--- src/rtl/pwm_pkg.sv ---
// rtl/pwm_pkg.sv - shared encodings and defaults for the multi-channel PWM generator
package pwm_pkg;

   localparam int DEFAULT_WIDTH = 12;

   typedef enum logic {
      MODE_EDGE   = 1'b0,
      MODE_CENTER = 1'b1
   } pwm_mode_e;

   typedef enum logic {
      PHASE_UP   = 1'b0,
      PHASE_DOWN = 1'b1
   } pwm_phase_e;

   typedef enum logic {
      ST_IDLE  = 1'b0,
      ST_ARMED = 1'b1
   } commit_state_e;

endpackage

--- src/rtl/pwm_counter.sv ---
// rtl/pwm_counter.sv - shared up / up-down period counter with boundary and start flags
module pwm_counter
   import pwm_pkg::*;
#(
   parameter int WIDTH = DEFAULT_WIDTH
) (
   input  logic             i_clk,
   input  logic             i_rst,
   input  logic             i_enable,
   input  logic [WIDTH-1:0] i_period,
   input  pwm_mode_e        i_mode,
   output logic [WIDTH-1:0] o_cnt,
   output logic             o_boundary,
   output logic             o_start
);

   logic [WIDTH-1:0] r_cnt;
   logic [WIDTH-1:0] w_cnt_next;
   pwm_phase_e       r_phase;
   pwm_phase_e       w_phase_next;
   logic             w_zero_period;
   logic             w_top;
   logic             w_bottom;

   assign w_zero_period = (i_period == '0);
   assign w_top         = (r_cnt == i_period - WIDTH'(1));
   assign w_bottom      = (r_cnt == '0);
   assign o_cnt         = r_cnt;
   assign o_start       = w_bottom && (r_phase == PHASE_UP);
   // A zero period is a one-cycle period: every cycle is both first and last.
   assign o_boundary    = w_zero_period ||
                          ((i_mode == MODE_EDGE) ? w_top : (w_bottom && (r_phase == PHASE_DOWN)));

   // Counter and phase registers
   always_ff @(posedge i_clk) begin
      if (i_rst) begin
         r_cnt   <= '0;
         r_phase <= PHASE_UP;
      end else begin
         r_cnt   <= w_cnt_next;
         r_phase <= w_phase_next;
      end
   end

   // Next count: wrap in edge mode; in center mode the top and bottom values repeat once on turnaround
   always_comb begin
      w_cnt_next   = '0;
      w_phase_next = PHASE_UP;
      if (i_enable && !w_zero_period) begin
         if (i_mode == MODE_EDGE) begin
            if (!w_top) w_cnt_next = r_cnt + WIDTH'(1);
         end else if (r_phase == PHASE_UP) begin
            if (w_top) begin
               w_cnt_next   = r_cnt;
               w_phase_next = PHASE_DOWN;
            end else begin
               w_cnt_next = r_cnt + WIDTH'(1);
            end
         end else if (!w_bottom) begin
            w_cnt_next   = r_cnt - WIDTH'(1);
            w_phase_next = PHASE_DOWN;
         end
      end
   end

endmodule

--- src/rtl/pwm_multi_gen.sv ---
// rtl/pwm_multi_gen.sv - multi-channel PWM with double-buffered duty, period and mode
module pwm_multi_gen
   import pwm_pkg::*;
#(
   parameter int WIDTH          = DEFAULT_WIDTH,
   parameter int CHANNELS       = 4,
   parameter int DEFAULT_PERIOD = 4095
) (
   input  logic                                           i_clk,
   input  logic                                           i_rst,
   input  logic                                           i_enable,
   input  logic                                           i_cfg_valid,
   output logic                                           o_cfg_ready,
   input  logic [$clog2((CHANNELS > 1) ? CHANNELS : 2)-1:0] i_cfg_chan,
   input  logic [WIDTH-1:0]                               i_cfg_duty,
   input  logic [WIDTH-1:0]                               i_cfg_period,
   input  logic                                           i_cfg_center,
   input  logic                                           i_update,
   output logic [CHANNELS-1:0]                            o_pwm,
   output logic                                           o_period_start
);

   localparam int CW = $clog2((CHANNELS > 1) ? CHANNELS : 2);

   commit_state_e    r_state;
   commit_state_e    w_state_next;
   logic             r_cfg_ready;
   logic [WIDTH-1:0] r_shadow_period;
   logic [WIDTH-1:0] r_active_period;
   pwm_mode_e        r_shadow_mode;
   pwm_mode_e        r_active_mode;
   logic             r_period_start;
   logic [WIDTH-1:0] w_cnt;
   logic             w_boundary;
   logic             w_start;
   logic             w_write;
   logic             w_arm;
   logic             w_commit;

   assign w_write        = i_cfg_valid && r_cfg_ready;
   assign w_arm          = i_update && (r_state == ST_IDLE);
   // While disabled there is no period to wait for, so an armed commit goes through at once.
   assign w_commit       = (r_state == ST_ARMED) && (w_boundary || !i_enable);
   assign o_cfg_ready    = r_cfg_ready;
   assign o_period_start = r_period_start;

   pwm_counter #(.WIDTH(WIDTH)) u_counter (
      .i_clk      (i_clk),
      .i_rst      (i_rst),
      .i_enable   (i_enable),
      .i_period   (r_active_period),
      .i_mode     (r_active_mode),
      .o_cnt      (w_cnt),
      .o_boundary (w_boundary),
      .o_start    (w_start)
   );

   // Commit state register; cfg_ready is kept as its own flop mirroring the idle state
   always_ff @(posedge i_clk) begin
      if (i_rst) begin
         r_state     <= ST_IDLE;
         r_cfg_ready <= 1'b1;
      end else begin
         r_state     <= w_state_next;
         r_cfg_ready <= (w_state_next == ST_IDLE);
      end
   end

   // Commit next-state: arm on update, disarm when the commit executes
   always_comb begin
      w_state_next = r_state;
      case (r_state)
         ST_IDLE:  if (i_update) w_state_next = ST_ARMED;
         ST_ARMED: if (w_commit) w_state_next = ST_IDLE;
         default:  w_state_next = ST_IDLE;
      endcase
   end

   // Shadow and active period/mode, plus the registered period start pulse
   always_ff @(posedge i_clk) begin
      if (i_rst) begin
         r_shadow_period <= WIDTH'(DEFAULT_PERIOD);
         r_active_period <= WIDTH'(DEFAULT_PERIOD);
         r_shadow_mode   <= MODE_EDGE;
         r_active_mode   <= MODE_EDGE;
         r_period_start  <= 1'b0;
      end else begin
         if (w_arm) begin
            r_shadow_period <= i_cfg_period;
            r_shadow_mode   <= pwm_mode_e'(i_cfg_center);
         end
         if (w_commit) begin
            r_active_period <= r_shadow_period;
            r_active_mode   <= r_shadow_mode;
         end
         r_period_start <= i_enable && w_start;
      end
   end

   for (genvar g = 0; g < CHANNELS; g++) begin : g_chan
      logic [WIDTH-1:0] r_shadow_duty;
      logic [WIDTH-1:0] r_active_duty;
      logic             r_pwm;
      logic             w_hit;
      logic [WIDTH:0]   w_sum;

      assign w_sum    = {1'b0, w_cnt} + {1'b0, r_active_duty};
      assign o_pwm[g] = r_pwm;

      // Edge mode is high at the bottom of the count, center mode straddles the top (cnt >= P - duty)
      always_comb begin
         w_hit = 1'b0;
         if (r_active_mode == MODE_EDGE) begin
            w_hit = (w_cnt < r_active_duty);
         end else begin
            w_hit = (r_active_duty != '0) && (w_sum >= {1'b0, r_active_period});
         end
      end

      // Per-channel shadow/active duty and registered output; out-of-range channels match nothing
      always_ff @(posedge i_clk) begin
         if (i_rst) begin
            r_shadow_duty <= '0;
            r_active_duty <= '0;
            r_pwm         <= 1'b0;
         end else begin
            if (w_write && (i_cfg_chan == CW'(g))) r_shadow_duty <= i_cfg_duty;
            if (w_commit) r_active_duty <= r_shadow_duty;
            r_pwm <= i_enable && w_hit;
         end
      end
   end

endmodule
--- config.mk ---
export PLATFORM = sky130hd
export DESIGN_NAME = pwm_multi_gen
export DESIGN_NICKNAME = d
export VERILOG_FILES = /design/src/rtl/pwm_pkg.sv /design/src/rtl/pwm_counter.sv /design/src/rtl/pwm_multi_gen.sv
export SDC_FILE = /design/constraint.sdc
export NUM_CORES = 1
export LEC_CHECK = 0
export CAP_MARGIN = 10
export CORE_MARGIN = 3
export CORE_UTILIZATION = 39
export DETAILED_ROUTE_END_ITERATION = 12
export PLACE_DENSITY = 0.52
export SLEW_MARGIN = 20
export SYNTH_ARGS = -nofsm -noshare
export SYNTH_HDL_FRONTEND = slang
export SYNTH_HIERARCHICAL = 1
export SYNTH_SLANG_ARGS = --single-unit
--- constraint.sdc ---
create_clock -name i_clk -period 10.3 [get_ports i_clk]
set_input_delay 3.09 -clock i_clk [delete_from_list [all_inputs] [get_ports i_clk]]
set_output_delay 3.09 -clock i_clk [all_outputs]
set_load 0.03 [all_outputs]
Yosys cells after proc, flatten, opt, wreduce, memory -nomap -nowiden

Cells that the tools add are included.
W data, S select, Z words.

Input port bits: 32
Output and inout bits: 6
Register bits: 142

Reductions and logical operators: 32
$add $sub $neg: 7
Multiplexer cells: 16
$lt $le $gt $ge: 8
Equality and inequality tests: 5
Bitwise gates (word level): 5

Operators with widths:

| kind                    | number |
|---|---|
| $mux W12                | 5 |
| $add A12 B12 Y13        | 4 |
| $ge A13 B12 Y1          | 4 |
| $lt A12 B12 Y1          | 4 |
| $reduce_bool A12 Y1     | 4 |
| $logic_not A12 Y1       | 2 |
| $sub A12 B1 Y12 const B | 2 |
| $logic_and A1 B1 Y1     | 19 |
| $add A12 B1 Y12 const B | 1 |
| $eq A12 B12 Y1          | 1 |
| $mux W1                 | 10 |
| $not A1 Y1              | 5 |
| $eq A2 B2 Y1 const B    | 2 |
| $ne A3 B2 Y1 const B    | 1 |
| $reduce_or A3 Y1        | 1 |
| $eq A2 B1 Y1 const B    | 1 |
| $logic_not A1 Y1        | 2 |
| $logic_not A2 Y1        | 1 |
| $logic_or A1 B1 Y1      | 2 |
| $pmux W1 S2             | 1 |
| $reduce_or A2 Y1        | 1 |

Longest topological paths before layout

Gate-level depths: netlist (run 1).

Depth in word-level cells: 9
Mapped depth: 16
Depth with buffers taken out: 16

Hierarchy

Netlist (run 1), hierarchy kept.

By module, submodules not included:

| module        | times used | area each (µm²) | sequential area each (µm²) | cells each |
|---|---|---|---|---|
| pwm_multi_gen | 1          | 8842.2          | 2582.5                     | 1127 |
| pwm_counter   | 1          | 1617.8          | 260.2                      | 226 |

Worst setup path before layout (run 1)

Ideal clock, no wire load.

Path type: input -> register
Start: in i_rst
End: reg g_chan[1].r_pwm
Path buffers: 1
Cell stages on the path: 6
Path slack: 6010 ps
Library setup time: 64 ps
Arrival: 4226 ps
Path through: clkbuf_1 > nor2b_1 > nand2_1 > a31o_2 > or4b_1 > nand4_1

RTL lines:

| item                   | line                 | text |
|---|---|---|
| start: declaration     | pwm_multi_gen.sv:10  | `input logic i_rst,` |
| end signal: assignment | pwm_multi_gen.sv:129 | `r_pwm <= i_enable && w_hit;` |
| end: declaration       | pwm_multi_gen.sv:103 | `logic r_pwm;` |

Worst setup path after layout (run 1)

Start: reg r_cfg_ready, in the netlist o_cfg_ready
End: out o_cfg_ready

RTL lines:

| item                     | line                | text |
|---|---|---|
| start: declaration       | pwm_multi_gen.sv:27 | `logic r_cfg_ready;` |
| start signal: assignment | pwm_multi_gen.sv:65 | `r_cfg_ready <= (w_state_next == ST_IDLE);` |
| end: declaration         | pwm_multi_gen.sv:13 | `output logic o_cfg_ready,` |

No word-level cell between the ends.

==> summary.md, run 1 <==
| Metric | Value |
|---|---|
| Status | completed |
| Placer Congestion | 0.892 |
| Worst path max stage delay | 0.71 ns |
| Postcts setup bufs | 0 |
| H-tree depth | 4 |
| EDFF count, synth | 0 |
| Synth top area cells | dfxtp_1 (27%), ha_1 (18%), nand2_1 (9.1%), a21oi_1 (7.0%), inv_1 (3.7%) |
| Post-DP HPWL | 22.3 mm |
| Synth area leader | dfxtp_1 |
| RR Endpoint | g_chan[0].r_pwm$_SDFF_PP0_ |
| CP max stage cell | clkdlybuf4s50_1 |
| Top FF cell, synth | dfxtp_1 |
| Final Max Tran Viols | 0 |
| Delay-heaviest family, CP | buffers and inverters |
| Worst-Skew Late Latency | 0.43 ns |
| Final wirelength | 30.9 mm |
| Die width | 170 microns |
| R2R setup slack | 6.06 ns |
| RSZ-0062 raised after global routing | no |
| Iteration-0 DRC Markers | 522 |
| Vias per cell | 5.46 |
| GRT Overall Usage | 21.4% |
| Critical Path Fanout Max | 4 |
| Mapped Area | 0.0105 sq mm |
| TNS Setup | 0 ns |
| CP startpoint | o_cfg_ready$_SDFF_PP1_ |
| Bufs on Longest Clock Path | 2 |
| Worst rel slew slack | 27.3% |
| Reg clk slew, reported paths | 0.07 ns |
| CTS root buf | clkbuf_16 |
| P&R area growth vs syn | 11.8% |
| Avg Cell Area, Syn | 7.73 sq um |
| Resized Gates After CTS | 0 |
| CTS Buf Count | 17 |
| Drt wl/cell | 18.1 microns |
| CP Capture Type | output port |
| Cell Rows | 59 |
| Die Span Y | 170 microns |
| Static Leakage | 4.96 nW |
| FFs w/ async S/R, synth | 0% |
| Core Region | 0.0262 sq mm |
| CP arrival | 1.58 ns |
| Hold-fix buffer count after cts | 0 |
| Skew final | 0.0162 ns |
| Buffers on Ports | 37 |
| Peak Freq | 214 MHz |
| Synth Instances | 1353 |
| Pwr per Cell Area | 111 mW/mm^2 |
| Sequential share of the synthesized area | 27.2% |
| Congestion Overflow GR | 0 |
| Reg2reg path depth | 16 |
| NumNets Final | 1550 |
| Synth warnings | 6 |
| Worst-path cell chain | clkdlybuf4s50_1 |
| Final hold viol count | 0 |
| Setup slack after layout | 5.63 ns |
| Crit path kind | flip-flop to output port |
| # IOs | 38 |
| Vias | 9345 |
| CTS sink cnt | 142 |
| Residual DRC count | 0 |
| Post-synth cell types | 78 |
| Post-Syn Nets | 1537 |
| Worst Hold Class | flip-flop to flip-flop |
| Worst setup endpoint | o_cfg_ready |
| Vias in the first global route | 8562 |
| Crit. path cell count | 1 |
| Post-route minimum period | 4.67 ns |
| Synth top area share | 27.2% |
| Final setup vio count | 0 |
| Antenna-violating nets left | 0 |
| First-pass GRT wire length | 48.3 mm |
| TritonRoute pass-1 iters | 5 |
| Antenna violations before repair | 0 |
| Worst path required time | 7.21 ns |
| Most common cell after layout, fill and taps aside | nand2_1 |
| Slew at the pin closest to its max-slew limit | 1.09 ns |
| Largest net degree at the start of global routing | 105 |
| Fin util | 44.6% |
| R2r startpoint | u_counter/o_cnt[1]$_SDFFE_PP0P_ |
| Commonest cells after routing, fill and taps aside | nand2_1 (253), ha_1 (148), a21oi_1 (146), dfxtp_1 (142), inv_1 (103) |
| Fin crit share | 45.3% |
| CTS tree | yes |
| Worst slack, placed | 5.26 ns |
| Worst Path Buf+Inv | 1 |
| Initial Util | 39.9% |
| Max-cap violations | 0 |
| Die area | 0.0288 sq mm |
| Register bit total from synthesis | 142 |
| Worst setup SP type | flip-flop |
| Worst VDD drop | 96.4 uV |
| Fill cells | 2677 |
| Ant diodes | 0 |
| Share of layout cells above drive strength 1 | 5.15% |
## Yosys cell counts (6+ instances only)
cell type	number
nor3_1	29
o21ai_0	35
or4_1	6
and3_1	7
a211oi_1	11
a221oi_1	6
or3_1	11
nor3b_1	8
and2_1	6
ha_1	148
nand3b_1	15
a21o_1	9
dfxtp_1	142
nor2_1	70
a21oi_1	146
o211ai_1	11
nand2b_1	20
o21bai_1	9
a211o_1	14
xor2_1	28
nor4_1	17
clkbuf_1	46
nand3_1	22
inv_1	103
nor2b_1	33
a31oi_1	10
xnor2_1	28
buf_1	6
o21a_1	7
nand2_1	253
o2111ai_1	8
## through the flow
| step | instances | power [mW] | area, sq um | hold WS (ns) |
|---|---|---|---|---|
| global placement | 1682 | 0.716 | 11100 | 0.440 |
| CTS | 1713 | 1.32 | 11700 | 0.457 |
| floorplan | 1353 | 0.666 | 10500 | 0.431 |
| detailed placement | 1682 | 0.717 | 11100 | 0.443 |
| global route | 1713 | 1.35 | 11700 | 0.468 |
| finish | 1713 | 1.30 | 11700 | 0.454 |
## cells by family after synthesis
kind of cell	synth area share [%]
buf+inv	6.15
simple gates	23.1
flops	27.2
mux	0.586
fa+ha+maj	18.5
xor+xnor	4.69
compound gates	19.9
## layout make-up
type                    instances  area (sq um)  share of cell area [%]
clock buffers                  17           425                    3.64
clock inverters                14           125                    1.07
inverters                     103           387                    3.31
multi-input cells            1047          6990                    59.8
flip-flops and latches        142          2840                    24.3
well taps                     335           419                    3.59
repair buffers                 55           503                    4.30
## flip-flops by register name (all words and copies together) (netlist names)
| register | cells |
|---|---|
| u_counter/r_phase | 1 |
| g_chan.r_pwm | 4 |
| r_state | 1 |
| g_chan.r_shadow_duty | 48 |
| r_active_mode | 1 |
| o_period_start | 1 |
| r_active_period | 12 |
| u_counter/o_cnt | 12 |
| r_shadow_period | 12 |
| o_cfg_ready | 1 |
| r_shadow_mode | 1 |
| g_chan.r_active_duty | 48 |
## worst min-delay path by stage
stage / startpoint / end / slack [ns] / cells after the start
5_1_grt: g_chan[3].r_shadow_duty[8]$_SDFFE_PP0P_ / g_chan[3].r_active_duty[8]$_SDFFE_PP0P_ / 0.47 / 2
6_report: g_chan[3].r_shadow_duty[0]$_SDFFE_PP0P_ / g_chan[3].r_shadow_duty[0]$_SDFFE_PP0P_ / 0.45 / 2
3_3_place_gp: g_chan[0].r_shadow_duty[10]$_SDFFE_PP0P_ / g_chan[0].r_active_duty[10]$_SDFFE_PP0P_ / 0.44 / 2
3_5_place_dp: g_chan[0].r_shadow_duty[10]$_SDFFE_PP0P_ / g_chan[0].r_active_duty[10]$_SDFFE_PP0P_ / 0.44 / 2
2_1_floorplan: r_shadow_mode$_SDFFE_PP0P_ / r_active_mode$_SDFFE_PP0P_ / 0.43 / 2
4_1_cts: g_chan[3].r_shadow_duty[0]$_SDFFE_PP0P_ / g_chan[3].r_active_duty[0]$_SDFFE_PP0P_ / 0.46 / 2
## power by group
group | internal, mW | switching [mW] | total (mW) | leakage (nW)
logic | 0.0472 | 0.0770 | 0.124 | 3.55
clock network | 0.316 | 0.275 | 0.591 | 0.259
registers | 0.565 | 0.0157 | 0.580 | 1.15
total | 0.928 | 0.368 | 1.30 | 4.96
## per-layer routing
metal	track usage [%]	routed length (microns)	vias up
li1	-	-	4736
met1	32.2	15900	4395
met2	32.3	13300	187
met3	2.66	1200	27
met4	5.48	529	0
met5	0	0	-
Note: power is estimated with default switching activity, not from simulation.
==> inputs of run 2 (changes only) <==
clock period = 4.9 ns   (was 10.3 ns; I/O delays follow)
==> summary.md, run 2 (same netlist as run 1, synthesis figures left out) <==
| Metric | Value |
|---|---|
| Status | completed (unchanged) |
| Max-cap violations | 0 (unchanged) |
| P&R area growth vs syn | 12.3% (was 11.8%) |
| TritonRoute pass-1 iters | 5 (unchanged) |
| Worst rel slew slack | 32.1% (was 27.3%) |
| Hold-fix buffer count after cts | 0 (unchanged) |
| Hold WS | 0.449 ns (was 0.454 ns) |
| GR met3 Demand/Resource | 3.10% (was 2.66%) |
| Pwr per Cell Area | 238 mW/mm^2 (was 111 mW/mm^2) |
| Design area | 0.0118 sq mm (was 0.0117 sq mm) |
| Net switching power | 0.792 mW (was 0.368 mW) |
| Fin crit share | 79.3% |
| Worst Hold Class | flip-flop to flip-flop (unchanged) |
| Postcts setup bufs | 0 (unchanged) |
| Final setup vio count | 0 (unchanged) |
| Area of the multi-input gates | 0.00699 sq mm (about the same) |
| R2R setup slack | 1.02 ns (was 6.06 ns) |
| CTS sink cnt | 142 (unchanged) |
| Placed inst area | 0.0112 sq mm (was 0.0111 sq mm) |
| RSZ-0062 raised after global routing | no (unchanged) |
| Iteration-0 DRC Markers | 555 (was 522) |
| Sw Share | 28.3% (was 28.4%) |
| M2 GR Usage | 35.2% (was 32.3%) |
| Resized Gates After CTS | 0 (unchanged) |
| Bufs on Longest Clock Path | 2 (unchanged) |
| Largest net degree at the start of global routing | 66 (was 105) |
| Post-route minimum period | 3.88 ns |
| H-tree depth | 4 (unchanged) |
| Worst-Skew Late Latency | 0.43 ns (about the same) |
| CP Capture Type | flip-flop (was output port) |
| Post-DP HPWL | 23.9 mm (was 22.3 mm) |
| Hold-critical path depth | 2 (unchanged) |
| Ant diodes | 0 (unchanged) |
| Final wirelength | 32.2 mm (was 30.9 mm) |
| Peak Freq | 257 MHz |
| Core Region | 0.0262 sq mm (unchanged) |
| Static Leakage | 5.00 nW (was 4.96 nW) |
| CTS tree | yes (unchanged) |
| CP max stage cell | o21a_2 (was clkdlybuf4s50_1) |
| Antenna-violating nets left | 0 (unchanged) |
| Initial Util | 39.9% (unchanged) |
| Largest registers | g_chan.r_active_duty: 48 flops, g_chan.r_shadow_duty: 48 flops (unchanged) |
| Reg2reg path depth | 13 (was 16) |
| Slew at the pin closest to its max-slew limit | 1.01 ns (was 1.09 ns) |
| # IOs | 38 (unchanged) |
| CTS root buf | clkbuf_16 (unchanged) |
| Critical Path Fanout Max | 26 (was 4) |
| Cell-internal power | 2.00 mW (was 0.928 mW) |
| Final Max Tran Viols | 0 (unchanged) |
| Die area | 0.0288 sq mm (unchanged) |
| Residual DRC count | 0 (unchanged) |
| Power Total | 2.80 mW (was 1.30 mW) |
| CTS Buf Count | 17 (unchanged) |
| Worst setup SP type | flip-flop (unchanged) |
| Flop pwr share | 43.7% (was 44.8%) |
| Final std cells w/o fill | 1716 (was 1713) |
| Vias in the first global route | 8830 (was 8562) |
| CP most frequent cell | a21oi_1 |
| Worst VDD drop | 195 uV (was 96.4 uV) |
| Setup slack after layout | 1.02 ns (was 5.63 ns) |
| Cell Rows | 59 (unchanged) |
| Worst path max stage delay | 0.59 ns (was 0.71 ns) |
| Worst-path cell chain | inv_1, ha_1, or4b_4, nor2_1, a21oi_1, a2111oi_2, o2111a_2, nand2_4, o221ai_1, o21a_2, buf_4, nand2_1, a21oi_1 (was clkdlybuf4s50_1) |
| Die width | 170 microns (unchanged) |
| First-pass GRT wire length | 50.4 mm (was 48.3 mm) |
| GRT Overall Usage | 22.4% (was 21.4%) |
| Reg clk slew, reported paths | 0.07 ns (about the same) |
| Worst slack, placed | 1.07 ns (was 5.26 ns) |
| NumNets Final | 1553 (was 1550) |
| Most common cell after layout, fill and taps aside | nand2_1 (unchanged) |
| CP arrival | 4.23 ns (was 1.58 ns) |
| Reg area | 0.00284 sq mm (unchanged) |
| TNS Setup | 0 ns (unchanged) |
| Clock Power Share | 46.8% (was 45.6%) |
| Most Crowded Layer GR | met2 (unchanged) |
| Fill cells | 2672 (was 2677) |
| Crit path kind | flip-flop to flip-flop (was flip-flop to output port) |
| Logic pwr share | 9.6% (about the same) |
| Final hold viol count | 0 (unchanged) |
| Die Span Y | 170 microns (unchanged) |
| Fin util | 44.8% (was 44.6%) |
| Placer Congestion | 0.870 (was 0.892) |
| Skew final | 0.0198 ns (was 0.0162 ns) |
| Antenna violations before repair | 1 (was 0) |
| M1 GR Usage | 32.1% (was 32.2%) |
| Vias per cell | 5.48 (was 5.46) |
| Share of layout cells above drive strength 1 | 5.43% (was 5.15%) |
| Commonest cells after routing, fill and taps aside | nand2_1 (253), ha_1 (148), a21oi_1 (146), dfxtp_1 (142), inv_1 (103) (unchanged) |
| Buffers on Ports | 37 (unchanged) |
| Drt wl/cell | 18.7 microns (was 18.1 microns) |
| Congestion Overflow GR | 0 (unchanged) |
| Cells after DPL | 1685 (was 1682) |
| Vias | 9410 (was 9345) |
| Worst path required time | 5.24 ns (was 7.21 ns) |
==> run 2: cell type report <==
cell class	instances	share of cell area, %
Sequential cell	142	24.2
Inverter	103	3.29
Timing Repair Buffer	58	4.58
Tap cell	335	3.57
Clock buffer	17	3.62
Multi-Input combinational cell	1047	59.5
Clock inverter	14	1.24
==> run 2: final timing paths <==
| kind | endpoint | from |
|---|---|---|
| worst max register to register | g_chan[1].r_active_duty[7]$_SDFFE_PP0P_ | r_active_period[0]$_SDFFE_PP1P_ |
| worst min register to register | g_chan[3].r_active_duty[5]$_SDFFE_PP0P_ | g_chan[3].r_shadow_duty[5]$_SDFFE_PP0P_ |
| worst max-delay path | g_chan[1].r_active_duty[7]$_SDFFE_PP0P_ | r_active_period[0]$_SDFFE_PP1P_ |
| worst min-delay path | g_chan[3].r_active_duty[5]$_SDFFE_PP0P_ | g_chan[3].r_shadow_duty[5]$_SDFFE_PP0P_ |
==> run 2: critical path, delay by kind of cell, from the launching register on <==
| kind | cells | cell delay (ns) |
|---|---|---|
| adders and majority gates | 1 | 0.27 |
| DFF | 1 | 0.42 |
| buffers and inverters | 2 | 0.40 |
| and+or+nand+nor | 4 | 0.90 |
| AOI/OAI and AO/OA | 6 | 1.77 |
==> run 2: power groups by stage <==
stage	Clock [mW]	Sequential, mW	Combinational, mW
2_1_floorplan	0	1.24	0.165
6_report	1.31	1.22	0.268
3_5_place_dp	0	1.25	0.267
3_3_place_gp	0	1.25	0.264
5_1_grt	1.39	1.22	0.297
4_1_cts	1.33	1.22	0.268
==> run 2: metal layers <==
metal	vias up	wire (microns)
met5	-	0
met4	0	752
met3	35	1260
met2	181	14100
met1	4459	16000
li1	4735	-
==> inputs of run 3 (changes only) <==
clock period = 3.7 ns   (was 4.9 ns; I/O delays follow)
==> summary.md, run 3 (same netlist as run 1, synthesis figures left out) <==
| Metric | Value |
|---|---|
| Cell Rows | 59 (unchanged) |
| M2 GR Usage | 36.6% (was 35.2%) |
| Static Leakage | 5.15 nW (was 5.00 nW) |
| TNS Setup | 0 ns (unchanged) |
| Iteration-0 DRC Markers | 648 (was 555) |
| CTS Buf Count | 17 (unchanged) |
| Pwr per Cell Area | 309 mW/mm^2 (was 238 mW/mm^2) |
| Postcts setup bufs | 0 (unchanged) |
| Fin crit share | 99.1% (was 79.3%) |
| Core Region | 0.0262 sq mm (unchanged) |
| Final hold viol count | 0 (unchanged) |
| Reg2reg path depth | 16 (was 13) |
| Die area | 0.0288 sq mm (unchanged) |
| R2R setup slack | 0.03 ns (was 1.02 ns) |
| Worst slack, placed | -0.0652 ns (was 1.07 ns) |
| First-pass GRT wire length | 51.5 mm (was 50.4 mm) |
| Die Span Y | 170 microns (unchanged) |
| Worst-Skew Late Latency | 0.43 ns (about the same) |
| Reg clk slew, reported paths | 0.08 ns (was 0.07 ns) |
| Most common cell after layout, fill and taps aside | nand2_1 (unchanged) |
| Vias | 9426 (was 9410) |
| CP Capture Type | flip-flop (unchanged) |
| Placed inst area | 0.0114 sq mm (was 0.0112 sq mm) |
| Design area | 0.0120 sq mm (was 0.0118 sq mm) |
| Fill cells | 2656 (was 2672) |
| Initial Util | 39.9% (unchanged) |
| CP arrival | 4.00 ns (was 4.23 ns) |
| RSZ-0062 raised after global routing | yes (was no) |
| GR met3 Demand/Resource | 2.68% (was 3.10%) |
| Worst VDD drop | 260 uV (was 195 uV) |
| Post-route minimum period | 3.67 ns (was 3.88 ns) |
| Peak Freq | 273 MHz (was 257 MHz) |
| Critical Path Fanout Max | 2 (was 26) |
| R2r startpoint | u_counter/o_cnt[0]$_SDFFE_PP0P_ (was r_active_period[0]$_SDFFE_PP1P_) |
| Final setup vio count | 0 (unchanged) |
| CP startpoint | u_counter/o_cnt[0]$_SDFFE_PP0P_ (was r_active_period[0]$_SDFFE_PP1P_) |
| Buffers on Ports | 37 (unchanged) |
| Congestion Overflow GR | 0 (unchanged) |
| # IOs | 38 (unchanged) |
| CTS root buf | clkbuf_16 (unchanged) |
| Largest registers | g_chan.r_active_duty: 48 flops, g_chan.r_shadow_duty: 48 flops (unchanged) |
| Antenna violations before repair | 0 (was 1) |
| Residual DRC count | 0 (unchanged) |
| RR Endpoint | g_chan[0].r_pwm$_SDFF_PP0_ (was g_chan[1].r_active_duty[7]$_SDFFE_PP0P_) |
| Share of layout cells above drive strength 1 | 7.74% (was 5.43%) |
| Drt wl/cell | 18.8 microns (was 18.7 microns) |
| Skew final | 0.0147 ns (was 0.0198 ns) |
| Vias per cell | 5.41 (was 5.48) |
| Ant diodes | 0 (unchanged) |
| Worst path required time | 4.03 ns (was 5.24 ns) |
| Most Crowded Layer GR | met2 (unchanged) |
| H-tree depth | 4 (unchanged) |
| Worst rel slew slack | 33.1% (was 32.1%) |
| Crit path kind | flip-flop to flip-flop (unchanged) |
| CTS tree | yes (unchanged) |
| Bufs on Longest Clock Path | 2 (unchanged) |
| TritonRoute pass-1 iters | 4 (was 5) |
| Worst Hold Class | flip-flop to flip-flop (unchanged) |
| Setup slack after layout | 0.0342 ns (was 1.02 ns) |
| Die width | 170 microns (unchanged) |
| Hold-fix buffer count after cts | 0 (unchanged) |
| Slew at the pin closest to its max-slew limit | 1.00 ns (was 1.01 ns) |
| Post-DP HPWL | 24.7 mm (was 23.9 mm) |
| Worst setup endpoint | g_chan[0].r_pwm$_SDFF_PP0_ (was g_chan[1].r_active_duty[7]$_SDFFE_PP0P_) |
| GRT Overall Usage | 22.9% (was 22.4%) |
| Final wirelength | 32.7 mm (was 32.2 mm) |
| Antenna-violating nets left | 0 (unchanged) |
| Largest net degree at the start of global routing | 99 (was 66) |
| Max-cap violations | 0 (unchanged) |
| P&R area growth vs syn | 14.8% (was 12.3%) |
| Vias in the first global route | 9099 (was 8830) |
| Placer Congestion | 0.892 (was 0.870) |
| Commonest cells after routing, fill and taps aside | nand2_1 (253), a21oi_1 (146), ha_1 (146), dfxtp_1 (142), inv_1 (102) (was nand2_1 (253), ha_1 (148), a21oi_1 (146), dfxtp_1 (142), inv_1 (103)) |
| M1 GR Usage | 33.1% (was 32.1%) |
| Status | completed (unchanged) |
| NumNets Final | 1579 (was 1553) |
| Worst setup SP type | flip-flop (unchanged) |
| CTS sink cnt | 142 (unchanged) |
| Power Total | 3.71 mW (was 2.80 mW) |
| Final Max Tran Viols | 0 (unchanged) |
run 3: cell types whose count changed in the layout (fill, tap and decap cells not counted), sizes merged:
| cell | change |
|---|---|
| clkinvlp | -2 |
| buf | +26 |
| bufinv | -1 |
| inv | +2 |
| clkinv | +1 |
| clkbuf | +1 |
run 3: power breakdown:
group / switching [mW] / internal, mW
Clock: 0.818 / 0.916
Sequential: 0.0391 / 1.57
Combinational: 0.222 / 0.140
Total: 1.08 / 2.63
run 3: repair_timing:
item                                   CTS  global route
pin swaps                                0             7
endpoints found under the hold margin    0             0
setup endpoints to repair                1             2
resized for setup                        2            11
run 3: per-stage QoR:
| stage | cells | utilization (%) | hold WS (ns) |
|---|---|---|---|
| 6_report | 1743 | 45.8 | 0.449 |
| 4_1_cts | 1743 | 45.6 | 0.452 |
| 5_1_grt | 1743 | 45.8 | 0.478 |
| 2_1_floorplan | 1353 | - | 0.431 |
| 3_5_place_dp | 1711 | 43.4 | 0.443 |
| 3_3_place_gp | 1711 | 43.4 | 0.440 |
run 3: area by class of cell:
cell class	instances	area (sq um)	share of cell area, %
flip-flops and latches	142	2840	23.7
clock inverters	14	136	1.14
well taps	335	419	3.49
multi-input cells	1047	7050	58.7
inverters	103	387	3.22
clock buffers	18	439	3.66
repair buffers	84	733	6.10
run 3: critical path: stages (launching register included):
cell       delay (ns)
dfxtp_1          0.31
ha_2             0.19
inv_2            0.06
fa_2             0.21
nor2_2           0.05
o311a_1          0.40
o41ai_4          0.37
o21ai_2          0.13
or4_4            0.42
nand3_2          0.10
ha_4             0.20
a21o_1           0.20
a2111oi_4        0.28
o311ai_1         0.14
o21bai_1         0.17
o21bai_1         0.17
a21o_1           0.18
run 3: how the worst min path moves through the flow:
| stage | depth (start not counted) | to | start |
|---|---|---|---|
| floorplan | 2 | r_active_mode$_SDFFE_PP0P_ | r_shadow_mode$_SDFFE_PP0P_ |
| global placement | 2 | g_chan[3].r_active_duty[0]$_SDFFE_PP0P_ | g_chan[3].r_shadow_duty[0]$_SDFFE_PP0P_ |
| detailed placement | 2 | g_chan[1].r_active_duty[10]$_SDFFE_PP0P_ | g_chan[1].r_shadow_duty[10]$_SDFFE_PP0P_ |
| CTS | 2 | g_chan[2].r_active_duty[8]$_SDFFE_PP0P_ | g_chan[2].r_shadow_duty[8]$_SDFFE_PP0P_ |
| global route | 2 | g_chan[1].r_active_duty[10]$_SDFFE_PP0P_ | g_chan[1].r_shadow_duty[10]$_SDFFE_PP0P_ |
| finish | 2 | g_chan[2].r_active_duty[8]$_SDFFE_PP0P_ | g_chan[2].r_shadow_duty[8]$_SDFFE_PP0P_ |
run 3: layer usage:
| metal | wire (microns) | share of wire (%) |
|---|---|---|
| met4 | 542 | 1.7 |
| met5 | 0 | 0 |
| met3 | 1230 | 3.7 |
| met2 | 14500 | 44 |
| met1 | 16400 | 50 |
